### src/rtl/x_400_mod_4051_lift_pkg.sv
// Shared widths, constants and FSM encoding for the 400-bit mod-4051 lift
// (rebuilds X = Q*4051 + R one 12-bit digit at a time).
package mod_4051_pkg;

  localparam int MODULUS  = 4051;
  localparam int DIGIT_W  = 12;
  localparam int N_DIGITS = 34;
  localparam int X_W      = 400;

  typedef logic [DIGIT_W-1:0] digit_t;
  typedef logic [5:0]         cnt_t;

  localparam digit_t MODULUS_D = digit_t'(MODULUS);
  localparam cnt_t   LAST_IDX  = cnt_t'(N_DIGITS - 1);
  // Bits of the top digit that lie above X_W and must be zero for a legal X.
  localparam int     SPARE_W   = N_DIGITS * DIGIT_W - X_W;

  typedef enum logic [1:0] {
    ST_IDLE,
    ST_RUN,
    ST_DRAIN
  } state_e;

endpackage

### src/rtl/x_400_mod_4051_lift_if.sv
// Digit-stream interface of the mod-4051 lift; err exists only when
// X400_MOD_4051_CHECK_EN is defined.
interface x_400_mod_4051_lift_if;
  import mod_4051_pkg::*;

  logic   start;
  digit_t r_in;
  logic   q_valid;
  logic   q_ready;
  digit_t q_digit;
  logic   x_valid;
  logic   x_ready;
  digit_t x_digit;
  logic   x_last;
  logic   busy;
  logic   done;
`ifdef X400_MOD_4051_CHECK_EN
  logic   err;
`endif

  modport slave (
    input  start, r_in, q_valid, q_digit, x_ready,
    output q_ready, x_valid, x_digit, x_last, busy, done
`ifdef X400_MOD_4051_CHECK_EN
    , output err
`endif
  );

  modport master (
    output start, r_in, q_valid, q_digit, x_ready,
    input  q_ready, x_valid, x_digit, x_last, busy, done
`ifdef X400_MOD_4051_CHECK_EN
    , input err
`endif
  );

endinterface

### src/rtl/x_400_mod_4051_lift_mac.sv
// One digit step of the lift: {carry_o, digit_o} = q_i*4051 + c_i.
// The product plus carry always fits in two digits.
module mod_4051_digit_mac
  import mod_4051_pkg::*;
(
  input  digit_t q_i,
  input  digit_t c_i,
  output digit_t digit_o,
  output digit_t carry_o
);

  localparam int P_W = 2 * DIGIT_W;

  logic [P_W-1:0] p;

  assign p = P_W'(q_i) * P_W'(MODULUS) + P_W'(c_i);
  assign {carry_o, digit_o} = p;

endmodule

### src/rtl/x_400_mod_4051_lift.sv
// Digit-serial X = Q*4051 + R reconstruction with a single-entry output register.
// Optional range checking (err port) under X400_MOD_4051_CHECK_EN.
module x_400_mod_4051_lift
  import mod_4051_pkg::*;
(
  input logic                   clk,
  input logic                   rst_n,
  x_400_mod_4051_lift_if.slave  bus
);

  state_e state_q, state_d;
  digit_t carry_q, carry_d;
  cnt_t   cnt_q, cnt_d;
  digit_t x_digit_q, x_digit_d;
  logic   x_valid_q, x_valid_d;
  logic   x_last_q, x_last_d;
  logic   done_q, done_d;
`ifdef X400_MOD_4051_CHECK_EN
  logic   err_q, err_d;
`endif

  logic   q_ready;
  logic   q_accept;
  logic   x_take;
  digit_t mac_digit;
  digit_t mac_carry;

  mod_4051_digit_mac u_mac (
    .q_i     (bus.q_digit),
    .c_i     (carry_q),
    .digit_o (mac_digit),
    .carry_o (mac_carry)
  );

  // No skid buffer: a new digit is taken only if the output slot frees this cycle.
  assign q_ready  = (state_q == ST_RUN) && (!x_valid_q || bus.x_ready);
  assign q_accept = q_ready && bus.q_valid;
  assign x_take   = x_valid_q && bus.x_ready;

  always_comb begin
    // NOTE: every _d gets its hold value first so no path through the case
    // leaves a signal unassigned, which would otherwise infer a latch.
    state_d   = state_q;
    carry_d   = carry_q;
    cnt_d     = cnt_q;
    x_digit_d = x_digit_q;
    x_valid_d = x_valid_q;
    x_last_d  = x_last_q;
    done_d    = 1'b0;
`ifdef X400_MOD_4051_CHECK_EN
    err_d     = err_q;
`endif

    if (x_take) x_valid_d = 1'b0;

    case (state_q)
      ST_IDLE: begin
        if (bus.start) begin
          carry_d  = bus.r_in;
          cnt_d    = '0;
          x_last_d = 1'b0;
          state_d  = ST_RUN;
`ifdef X400_MOD_4051_CHECK_EN
          err_d    = (bus.r_in >= MODULUS_D);
`endif
        end
      end
      ST_RUN: begin
        if (q_accept) begin
          x_digit_d = mac_digit;
          carry_d   = mac_carry;
          x_valid_d = 1'b1;
          x_last_d  = (cnt_q == LAST_IDX);
          cnt_d     = cnt_q + cnt_t'(1);
          if (cnt_q == LAST_IDX) begin
            state_d = ST_DRAIN;
`ifdef X400_MOD_4051_CHECK_EN
            // X overflows 400 bits if the spare top bits or a final carry are set.
            if ((mac_digit[DIGIT_W-1 -: SPARE_W] != '0) || (mac_carry != '0))
              err_d = 1'b1;
`endif
          end
        end
      end
      ST_DRAIN: begin
        if (x_take) begin
          done_d  = 1'b1;
          state_d = ST_IDLE;
        end
      end
      default: state_d = ST_IDLE;
    endcase
  end

  // NOTE: sequential state uses non-blocking assignments so every register
  // samples the pre-edge values, independent of statement order.
  always_ff @(posedge clk or negedge rst_n) begin
    if (!rst_n) begin
      state_q   <= ST_IDLE;
      carry_q   <= '0;
      cnt_q     <= '0;
      x_digit_q <= '0;
      x_valid_q <= 1'b0;
      x_last_q  <= 1'b0;
      done_q    <= 1'b0;
`ifdef X400_MOD_4051_CHECK_EN
      err_q     <= 1'b0;
`endif
    end else begin
      state_q   <= state_d;
      carry_q   <= carry_d;
      cnt_q     <= cnt_d;
      x_digit_q <= x_digit_d;
      x_valid_q <= x_valid_d;
      x_last_q  <= x_last_d;
      done_q    <= done_d;
`ifdef X400_MOD_4051_CHECK_EN
      err_q     <= err_d;
`endif
    end
  end

  assign bus.q_ready = q_ready;
  assign bus.x_valid = x_valid_q;
  assign bus.x_digit = x_digit_q;
  assign bus.x_last  = x_last_q;
  assign bus.busy    = (state_q != ST_IDLE);
  assign bus.done    = done_q;
`ifdef X400_MOD_4051_CHECK_EN
  assign bus.err     = err_q;
`endif

endmodule

### src/flat_wrapper.sv
// flat-port wrapper written by rule: the top's interface ports become plain ports
module x_400_mod_4051_lift_flat import mod_4051_pkg::*;
  (clk, rst_n, bus_start, bus_r_in, bus_q_valid, bus_q_digit, bus_x_ready, bus_q_ready, bus_x_valid, bus_x_digit, bus_x_last, bus_busy, bus_done);
  x_400_mod_4051_lift_if bus_i ();
  input logic clk;
  input logic rst_n;
  input wire logic [$bits(bus_i.start)-1:0] bus_start;
  input wire logic [$bits(bus_i.r_in)-1:0] bus_r_in;
  input wire logic [$bits(bus_i.q_valid)-1:0] bus_q_valid;
  input wire logic [$bits(bus_i.q_digit)-1:0] bus_q_digit;
  input wire logic [$bits(bus_i.x_ready)-1:0] bus_x_ready;
  output wire logic [$bits(bus_i.q_ready)-1:0] bus_q_ready;
  output wire logic [$bits(bus_i.x_valid)-1:0] bus_x_valid;
  output wire logic [$bits(bus_i.x_digit)-1:0] bus_x_digit;
  output wire logic [$bits(bus_i.x_last)-1:0] bus_x_last;
  output wire logic [$bits(bus_i.busy)-1:0] bus_busy;
  output wire logic [$bits(bus_i.done)-1:0] bus_done;
  assign bus_i.start = bus_start;
  assign bus_i.r_in = bus_r_in;
  assign bus_i.q_valid = bus_q_valid;
  assign bus_i.q_digit = bus_q_digit;
  assign bus_i.x_ready = bus_x_ready;
  assign bus_q_ready = bus_i.q_ready;
  assign bus_x_valid = bus_i.x_valid;
  assign bus_x_digit = bus_i.x_digit;
  assign bus_x_last = bus_i.x_last;
  assign bus_busy = bus_i.busy;
  assign bus_done = bus_i.done;
  x_400_mod_4051_lift u_core (.clk(clk), .rst_n(rst_n), .bus(bus_i));
endmodule
### config.mk
export PLATFORM = sky130hd
export DESIGN_NAME = x_400_mod_4051_lift_flat
export DESIGN_NICKNAME = d
export VERILOG_FILES = /design/src/rtl/x_400_mod_4051_lift_pkg.sv /design/src/rtl/x_400_mod_4051_lift_if.sv /design/src/rtl/x_400_mod_4051_lift_mac.sv /design/src/rtl/x_400_mod_4051_lift.sv /design/src/flat_wrapper.sv
export SDC_FILE = /design/constraint.sdc
export NUM_CORES = 1
export LEC_CHECK = 0
export CORE_UTILIZATION = 50
export DETAILED_ROUTE_END_ITERATION = 16
export PLACE_DENSITY = 0.68
export SETUP_SLACK_MARGIN = 0.3
export SLEW_MARGIN = 30
export SYNTH_ARGS = -nofsm -noshare
export SYNTH_HDL_FRONTEND = slang
export SYNTH_SLANG_ARGS = --single-unit
### constraint.sdc
create_clock -name clk -period 9.1 [get_ports clk]
set_input_delay 1.82 -clock clk [delete_from_list [all_inputs] [get_ports clk]]
set_output_delay 1.82 -clock clk [all_outputs]
set_load 0.03 [all_outputs]
==> results_dict.tcl, run 1 <==
set metrics [dict create \
    status "finished, final reports clean" \
    cts_buffers 5 \
    synth_edf_count 0 \
    crit_slowest_cell "clkdlybuf4s50_1" \
    path_common_cell "fa_1" \
    synth_seq_area_share_pct 17.53 \
    ctsHoldBuffers 0 \
    syn_nets 711 \
    hold_class "reg2reg" \
    cp.depth 15 \
    cts_tree "done" \
    cpLargestDelayFamily "adder cells" \
    rows 36 \
    n_antenna_cell 0 \
    drive_gt1_share_pct 2.102 \
    path_clk_slew_ns 0.07 \
    antenna_found_initial 0 \
    wire_per_inst_um 15.65 \
    synth_top_area_share_pct 26.05 \
    die_w_um 102.0 \
    synth-main-ff-cell "dfrtp_1" \
    ys_warn_count 0 \
    cts_resized 0 \
    dpl.cell_count 697 \
    post-route-period-util_pct 75.94 \
    grt_pass1_vias 3881 \
    vias 3685 \
    timing.final.ws_setup_ns 2.189 \
    crit_required_ns 9.23 \
    track_usage_pct 24.00 \
    finalWirelength_um 11020 \
    min_period_ns 6.911 \
    final_cells 704 \
    setup_tns_ns 0 \
    synth.largest_area_cell "fa_1" \
    avgSynthCellArea_um2 9.373 \
    vias_per_cell 5.234 \
    coreArea_um2 9729 \
    clock_latency_ns 0.29 \
    synthTopCellsByArea "fa_1 (26%), ha_1 (21%), dfrtp_1 (18%)" \
    die_area_um2 10400 \
    ant_nets 0 \
    synth_commonest_cells "inv_1 (118), ha_1 (84), fa_1 (65)" \
    reg2reg_depth 15 \
    htreeDepth 2 \
    synth_seq_cells 35 \
    startpoint_type "primary input" \
    place_congestion 0.9156 \
    io_pins 46 \
    fmax_mhz 144.7 \
    post-cts-setup-buffers 0 \
    synthMostInstantiatedCell "inv_1" \
    portBuffers 45 \
    hold_violations 0 \
    rsz0062_at_grt "no" \
    clkSinkCount 35 \
    drc 0 \
    clockRootBuffer "clkbuf_8" \
    critPathKind "in2reg" \
    relSlewSlack_pct 47.62 \
    hold_depth 2 \
    maxSlewViolCount 0 \
    grt_max_degree 36 \
    async_reset_ff_share_pct 100.0 \
    grt_first_pass_wirelength_um 19010 \
    maxCapViolations 0 \
    critPathBufInv 3 \
    overflow 0 \
    die_h_um 102.0 \
    crit_arrival_ns 7.04 \
    cts_max_path_buffers 2 \
    drt_iter0_drc 154 \
    worst_pin_slew_ns 0.7828 \
    cp_max_fo 6 \
    end_kind "flip-flop" \
    drtPass1Iterations 4 \
    syn-instance-count 533 \
    syn2layout_area_growth_pct 13.55 \
    setup_violations 0 \
    dp_hpwl_um 9482 \
    syn_area_um2 4996 \
    max_stage_delay_ns 0.66 \
    pre_cts_ws_ns 1.962 \
    crit_chain "clkdlybuf4s50_1 > fa_1 > fa_1 > fa_1 > fa_1 > inv_1 > fa_1 > inv_1 > ha_1 > and4_1 > and3_1 > a221oi_1 > a2bb2oi_1 > xnor2_1 > o221ai_1" \
    initial_core_util_pct 51.35 \
    clock_skew_ns 0.006489 \
    nets 749 \
    synth_cell_type_count 47 \
]
[worst paths after layout]
check,start,to,slack (ns)
setup / recovery,bus_q_digit[3],u_core.carry_q[10]$_DFFE_PN0P_,2.19
hold / removal,u_core.bus.x_digit[0]$_DFFE_PN0P_,u_core.bus.x_digit[0]$_DFFE_PN0P_,0.48
setup reg to reg,u_core.carry_q[9]$_DFFE_PN0P_,u_core.carry_q[10]$_DFFE_PN0P_,4.53
hold reg to reg,u_core.bus.x_digit[0]$_DFFE_PN0P_,u_core.bus.x_digit[0]$_DFFE_PN0P_,0.48
max in group asynchronous,rst_n,u_core.carry_q[0]$_DFFE_PN0P_,6.84
min in group asynchronous,rst_n,u_core.bus.x_last$_DFFE_PN0P_,1.94
[layer usage]
| layer | GRT usage (%) | vias to the layer above | wire (µm) |
|---|---|---|---|
| met5 | 0 | - | 0 |
| met4 | 5.714 | 0 | 173 |
| met3 | 2.668 | 16 | 290 |
| met2 | 39.08 | 69 | 5232 |
| met1 | 34.41 | 1790 | 5320 |
| li1 | - | 1810 | - |
[registers in the layout, summed over array words and instances (netlist names)]
| signal | cells |
|---|---|
| u_core.bus.done | 1 |
| u_core.bus.x_digit | 12 |
| u_core.bus.x_last | 1 |
| u_core.bus.x_valid | 1 |
| u_core.carry_q | 12 |
| u_core.cnt_q | 6 |
| u_core.state_q | 2 |
[through the flow]
step	area, µm²	utilization (%)	hold WS [ns]
after floorplan	4996	-	0.4631
after CTS	5673	58.31	0.4884
after global placement	5567	57.21	0.4580
final	5673	58.31	0.4837
after detailed placement	5567	57.21	0.4691
after global routing	5673	58.31	0.5034
[cell type report]
cell class	instances	area, µm²
Sequential cell	35	875.8
Clock buffer	5	68.82
Inverter	118	442.9
Timing Repair Buffer	47	465.4
Clock inverter	2	37.54
Multi-Input combinational cell	364	3616
Fill cell	885	4056
Tap cell	133	166.4
[cells by family after synthesis]
group / Yosys count / synth area share, %
adder cells (fa/ha/maj): 149 / 47.08
AO/OA/AOI/OAI: 90 / 11.50
buffers and inverters: 134 / 10.09
XOR/XNOR: 21 / 3.682
flip-flops: 35 / 17.53
multiplexers: 2 / 0.4007
AND/OR/NAND/NOR: 102 / 9.717
[worst reg2reg max path, delay by kind of cell, from the launching register on]
kind / cells / cell delay [ns]
XOR/XNOR: 1 / 0.17
adder cells (fa/ha/maj): 5 / 2.28
flip-flops: 1 / 0.36
AO/OA/AOI/OAI: 3 / 0.77
buffers and inverters: 4 / 0.34
AND/OR/NAND/NOR: 2 / 0.49
[cell usage in the layout (no fill, tap or decap), drive strengths merged, types with 14 or more instances in the layout]
cell type	n
a21oi	25
clkdlybuf4s50	45
dfrtp	35
fa	65
ha	84
inv	118
nand2	42
o21ai	25
xnor2	14
Power of run 1 is left out: the tool's default activity adds up to more than one toggle a clock period on the data nets, which glitch-free logic cannot reach.
==> run 2: changes to the inputs <==
==> constraint.sdc (replaced) <==
create_clock -name clk -period 6.6 [get_ports clk]
set_input_delay 1.32 -clock clk [delete_from_list [all_inputs] [get_ports clk]]
set_output_delay 1.32 -clock clk [all_outputs]
set_load 0.03 [all_outputs]
==> run 2 against run 1 <==
- sequential cell count stayed put
- wire length is 1.5% higher
- critical path depth stayed put
- worst hold slack worse by 0.0068 ns
- setup slack worse by 1.6 ns
- final cell count is 0.99% higher
- core utilization is 0.63 points higher
- non-clock buffer count is 6 higher
- via count is 1.6% higher
- first-iteration DRC count is 12% lower
- sequential share of layout area is 0.17 points lower
- clock skew is 0.00055 ns higher
==> results_dict.tcl, run 2 (synthesis results as in run 1) <==
set metrics [dict create \
    post-route-period-util_pct 91.80 \
    cts_tree "done" \
    cts_resized 0 \
    vias_per_cell 5.267 \
    timing.final.ws_setup_ns 0.5411 \
    cpLargestDelayFamily "adder cells" \
    status "finished, final reports clean" \
    setup_violations 0 \
    drtPass1Iterations 4 \
    post-cts-setup-buffers 0 \
    drt_iter0_drc 136 \
    rows 36 \
    hold_violations 0 \
    met3_length_um 408 \
    grt_max_degree 36 \
    portBuffers 45 \
    critPathBufInv 3 \
    finalWirelength_um 11180 \
    clock_latency_ns 0.29 \
    wire_per_inst_um 15.73 \
    min_period_ns 6.059 \
    coreArea_um2 9729 \
    setup_tns_ns 0 \
    io_pins 46 \
    fmax_mhz 165.0 \
    antenna_found_initial 0 \
    overflow 0 \
    syn2layout_area_growth_pct 14.78 \
    end_kind "flip-flop" \
    wl_met2_um 5373 \
    cts_max_path_buffers 2 \
    relSlewSlack_pct 44.52 \
    cts_buffers 5 \
    clock_skew_ns 0.007040 \
    crit_arrival_ns 6.28 \
    grt_pass1_vias 3853 \
    die_area_um2 10400 \
    place_congestion 0.9519 \
    crit_required_ns 6.82 \
    clockRootBuffer "clkbuf_8" \
    ctsHoldBuffers 0 \
    drive_gt1_share_pct 3.460 \
    top_layer "met4" \
    cp_max_fo 8 \
    vias 3745 \
    grt_first_pass_wirelength_um 19000 \
    final_util_pct 58.94 \
    crit_chain "clkdlybuf4s50_1 > fa_1 > fa_1 > inv_1 > fa_1 > inv_1 > fa_1 > ha_1 > ha_1 > a21oi_1 > o21ai_0 > nor2b_1 > a311oi_1 > or4_1 > nand3_1" \
    nets 755 \
    path_common_cell "fa_1" \
    initial_core_util_pct 51.35 \
    track_usage_pct 24.03 \
    maxSlewViolCount 0 \
    met1Wirelength_um 5302 \
    rsz0062_at_grt "no" \
    maxCapViolations 0 \
    worst_pin_slew_ns 0.8292 \
    path_clk_slew_ns 0.07 \
    drc 0 \
    htreeDepth 2 \
    startpoint_type "primary input" \
    final_common_cell "inv_1" \
    final_cell_mix "inv_1 (118), ha_1 (83), fa_1 (65)" \
    clkSinkCount 35 \
    dp_hpwl_um 9595 \
    die_h_um 102.0 \
    n_antenna_cell 0 \
    max_stage_delay_ns 0.62 \
    pre_cts_ws_ns 0.03672 \
    crit_slowest_cell "fa_1" \
    ant_nets 0 \
    critPathKind "in2reg" \
    die_w_um 102.0 \
    hold_class "reg2reg" \
]
## run 2: per-stage QoR
| step | hold WS, ns | cell area [µm²] | cells |
|---|---|---|---|
| 3_5_place_dp | 0.4677 | 5612 | 703 |
| 5_1_grt | 0.5058 | 5734 | 711 |
| 6_report | 0.4769 | 5734 | 711 |
| 4_1_cts | 0.4815 | 5697 | 711 |
| 3_3_place_gp | 0.4623 | 5612 | 703 |
| 2_1_floorplan | 0.4631 | 4996 | 533 |
## run 2: cell type report
type | instances | area [µm²]
clock buffers | 6 | 72.57
clock inverters | 2 | 12.51
fillers | 884 | 3995
inverters | 118 | 442.9
multi-input cells | 364 | 3633
flip-flops and latches | 35 | 875.8
well taps | 133 | 166.4
repair buffers | 53 | 530.5
## run 2: worst paths after layout
check	from	end	slack [ns]	cells past startpoint
hold / removal	u_core.bus.x_digit[4]$_DFFE_PN0P_	u_core.bus.x_digit[4]$_DFFE_PN0P_	0.48	2
setup reg to reg	u_core.carry_q[7]$_DFFE_PN0P_	u_core.carry_q[11]$_DFFE_PN0P_	2.18	15
hold reg to reg	u_core.bus.x_digit[4]$_DFFE_PN0P_	u_core.bus.x_digit[4]$_DFFE_PN0P_	0.48	2
setup / recovery	bus_q_digit[8]	u_core.carry_q[11]$_DFFE_PN0P_	0.54	15
max in group asynchronous	rst_n	u_core.carry_q[11]$_DFFE_PN0P_	4.83	2
min in group asynchronous	rst_n	u_core.bus.x_last$_DFFE_PN0P_	1.44	2
## run 2: worst reg2reg max path, cell delays in order, from the launching register on
cell      delay (ns)
dfrtp_1         0.37
inv_1           0.15
fa_1            0.45
inv_1           0.08
ha_1            0.22
inv_1           0.07
fa_1            0.43
fa_1            0.55
inv_1           0.04
ha_1            0.36
a21o_1          0.18
a221o_1         0.43
a41oi_2         0.30
a311oi_1        0.16
or4_1           0.49
nand3_1         0.08
## run 2: routing by layer
layer,up-vias,track usage (%)
met4,0,4.505
met1,1851,34.58
li1,1819,-
met2,67,39.44
met5,-,0
met3,8,2.736
Power of run 2 is left out for the same reason.
==> run 3: changes to the inputs <==
--- a/config.mk
+++ b/config.mk
@@ -5,6 +5,7 @@
 export SDC_FILE = /design/constraint.sdc
 export NUM_CORES = 1
 export LEC_CHECK = 0
+export CAP_MARGIN = 20
 export CORE_UTILIZATION = 50
 export DETAILED_ROUTE_END_ITERATION = 16
 export PLACE_DENSITY = 0.68
==> constraint.sdc (replaced) <==
create_clock -name clk -period 6.2 [get_ports clk]
set_input_delay 1.24 -clock clk [delete_from_list [all_inputs] [get_ports clk]]
set_output_delay 1.24 -clock clk [all_outputs]
set_load 0.03 [all_outputs]
==> run 3 against run 2 <==
- wire length up 5.2%
- final cell count up 4.6%
- first-iteration DRC count down 35%
- via count up 4.2%
- critical path depth unchanged
==> results_dict.tcl, run 3 (synthesis results as in run 1) <==
set metrics [dict create \
    status "finished, final reports clean" \
    hold_class "reg2reg" \
    dp_hpwl_um 10020 \
    overflow 0 \
    die_w_um 102.0 \
    track_usage_pct 24.75 \
    startpoint_type "primary input" \
    cts_tree "done" \
    io_pins 46 \
    max_stage_delay_ns 0.59 \
    rows 36 \
    path_common_cell "fa_1" \
    fill_cells 867 \
    vias_per_cell 5.246 \
    r2r_start "u_core.carry_q[9]$_DFFE_PN0P_" \
    final_util_pct 61.82 \
    clock_latency_ns 0.29 \
    die_area_um2 10400 \
    cts_max_path_buffers 2 \
    setup_violations 0 \
    grt_first_pass_wirelength_um 19830 \
    crit_chain "clkdlybuf4s15_1 > fa_1 > fa_1 > fa_2 > fa_1 > inv_1 > fa_1 > inv_1 > ha_1 > and4_1 > buf_4 > a41oi_4 > a311oi_2 > or4_1 > nand3_1" \
    whs_endpoint "u_core.bus.x_digit[4]$_DFFE_PN0P_" \
    drtPass1Iterations 4 \
    crit_slowest_cell "fa_1" \
    ctsHoldBuffers 0 \
    ant_nets 0 \
    drc 0 \
    fmax_mhz 173.9 \
    min-delay-start "u_core.bus.x_digit[4]$_DFFE_PN0P_" \
    rrSetupSlack_ns 1.83 \
    grt_pass1_vias 4151 \
    crit_arrival_ns 5.98 \
    hold_depth 2 \
    path_clk_slew_ns 0.08 \
    vias 3903 \
    clockRootBuffer "clkbuf_8" \
    critPathKind "in2reg" \
    multi_input_area_um2 3661 \
    cp_max_fo 4 \
    clock_skew_ns 0.007216 \
    drive_gt1_share_pct 9.984 \
    initial_core_util_pct 51.35 \
    cpLargestDelayFamily "adder cells" \
    critPathBufInv 4 \
    wire_per_inst_um 15.81 \
    rsz0062_at_grt "no" \
    die_h_um 102.0 \
    maxCapViolations 0 \
    crit_required_ns 6.43 \
    coreArea_um2 9729 \
    antenna_found_initial 0 \
    nets 789 \
    drt_iter0_drc 89 \
    reg2reg_depth 15 \
    r2r-end "u_core.carry_q[11]$_DFFE_PN0P_" \
    min_period_ns 5.750 \
    place_congestion 0.9738 \
    maxSlewViolCount 0 \
    final_common_cell "inv_1" \
    end_kind "flip-flop" \
    grt_max_degree 36 \
    cts_buffers 5 \
    worst_pin_slew_ns 0.8952 \
    clkSinkCount 35 \
    final_cell_mix "inv_1 (118), ha_1 (81), fa_1 (63)" \
    hold_violations 0 \
    syn2layout_area_growth_pct 20.39 \
    post-route-period-util_pct 92.75 \
    portBuffers 45 \
    finalWirelength_um 11760 \
    seq_area_um2 875.8 \
    htreeDepth 2 \
    n_antenna_cell 0 \
    relSlewSlack_pct 40.10 \
]
==> run 3: per-stage QoR <==
stage	cell area, µm²	setup slack [ns]	cells	setup TNS (ns)	hold slack, ns
after floorplan	4996	0.6062	533	0	0.4631
after detailed placement	5844	-0.1475	734	-0.3684	0.4685
final	6015	0.4498	744	0	0.4826
after global placement	5844	-0.06884	734	-0.1377	0.4628
after global routing	6015	0.3020	744	0	0.5143
after CTS	5961	0.3090	742	0	0.4872
==> run 3: final cells by class <==
class / instances / area share [%]
Multi-Input combinational cell: 364 / 60.87
Sequential cell: 35 / 14.56
Clock inverter: 2 / 0.6241
Inverter: 118 / 7.364
Timing Repair Buffer: 87 / 12.67
Tap cell: 133 / 2.767
Clock buffer: 5 / 1.144
==> run 3: routing by layer <==
layer  vias up  global-route usage [%]  share of wire (%)
met5         -                       0                  0
met4         0                   6.044                1.3
met3        18                   2.736                2.8
met2        65                   42.33                 49
met1      1930                   33.70                 47
li1       1890                       -                  -
==> run 3: worst max-delay path by stage <==
stage	from	endpoint	cells past startpoint	slack [ns]
finish	bus_q_digit[6]	u_core.carry_q[11]$_DFFE_PN0P_	15	0.45
global route	bus_q_digit[6]	u_core.carry_q[5]$_DFFE_PN0P_	17	0.30
CTS	bus_q_digit[7]	u_core.carry_q[11]$_DFFE_PN0P_	17	0.31
detailed placement	bus_q_digit[3]	u_core.carry_q[11]$_DFFE_PN0P_	15	-0.15
global placement	bus_q_digit[3]	u_core.carry_q[10]$_DFFE_PN0P_	16	-0.07
floorplan	bus_q_digit[3]	u_core.carry_q[10]$_DFFE_PN0P_	14	0.61
==> run 3: worst min-delay path, delay by kind of cell (launching register included) <==
kind             cells  cell delay (ns)
flip-flops           1             0.34
AND/OR/NAND/NOR      2             0.11
==> run 3: timing repair <==
| item | 4_1_cts | 5_1_grt |
|---|---|---|
| pin swaps | 4 | 7 |
| setup endpoints to repair | 7 | 12 |
| buffers inserted | 1 | 2 |
| endpoints found under the hold margin | 0 | 0 |
| resized for setup | 8 | 19 |
Power of run 3 is left out for the same reason.
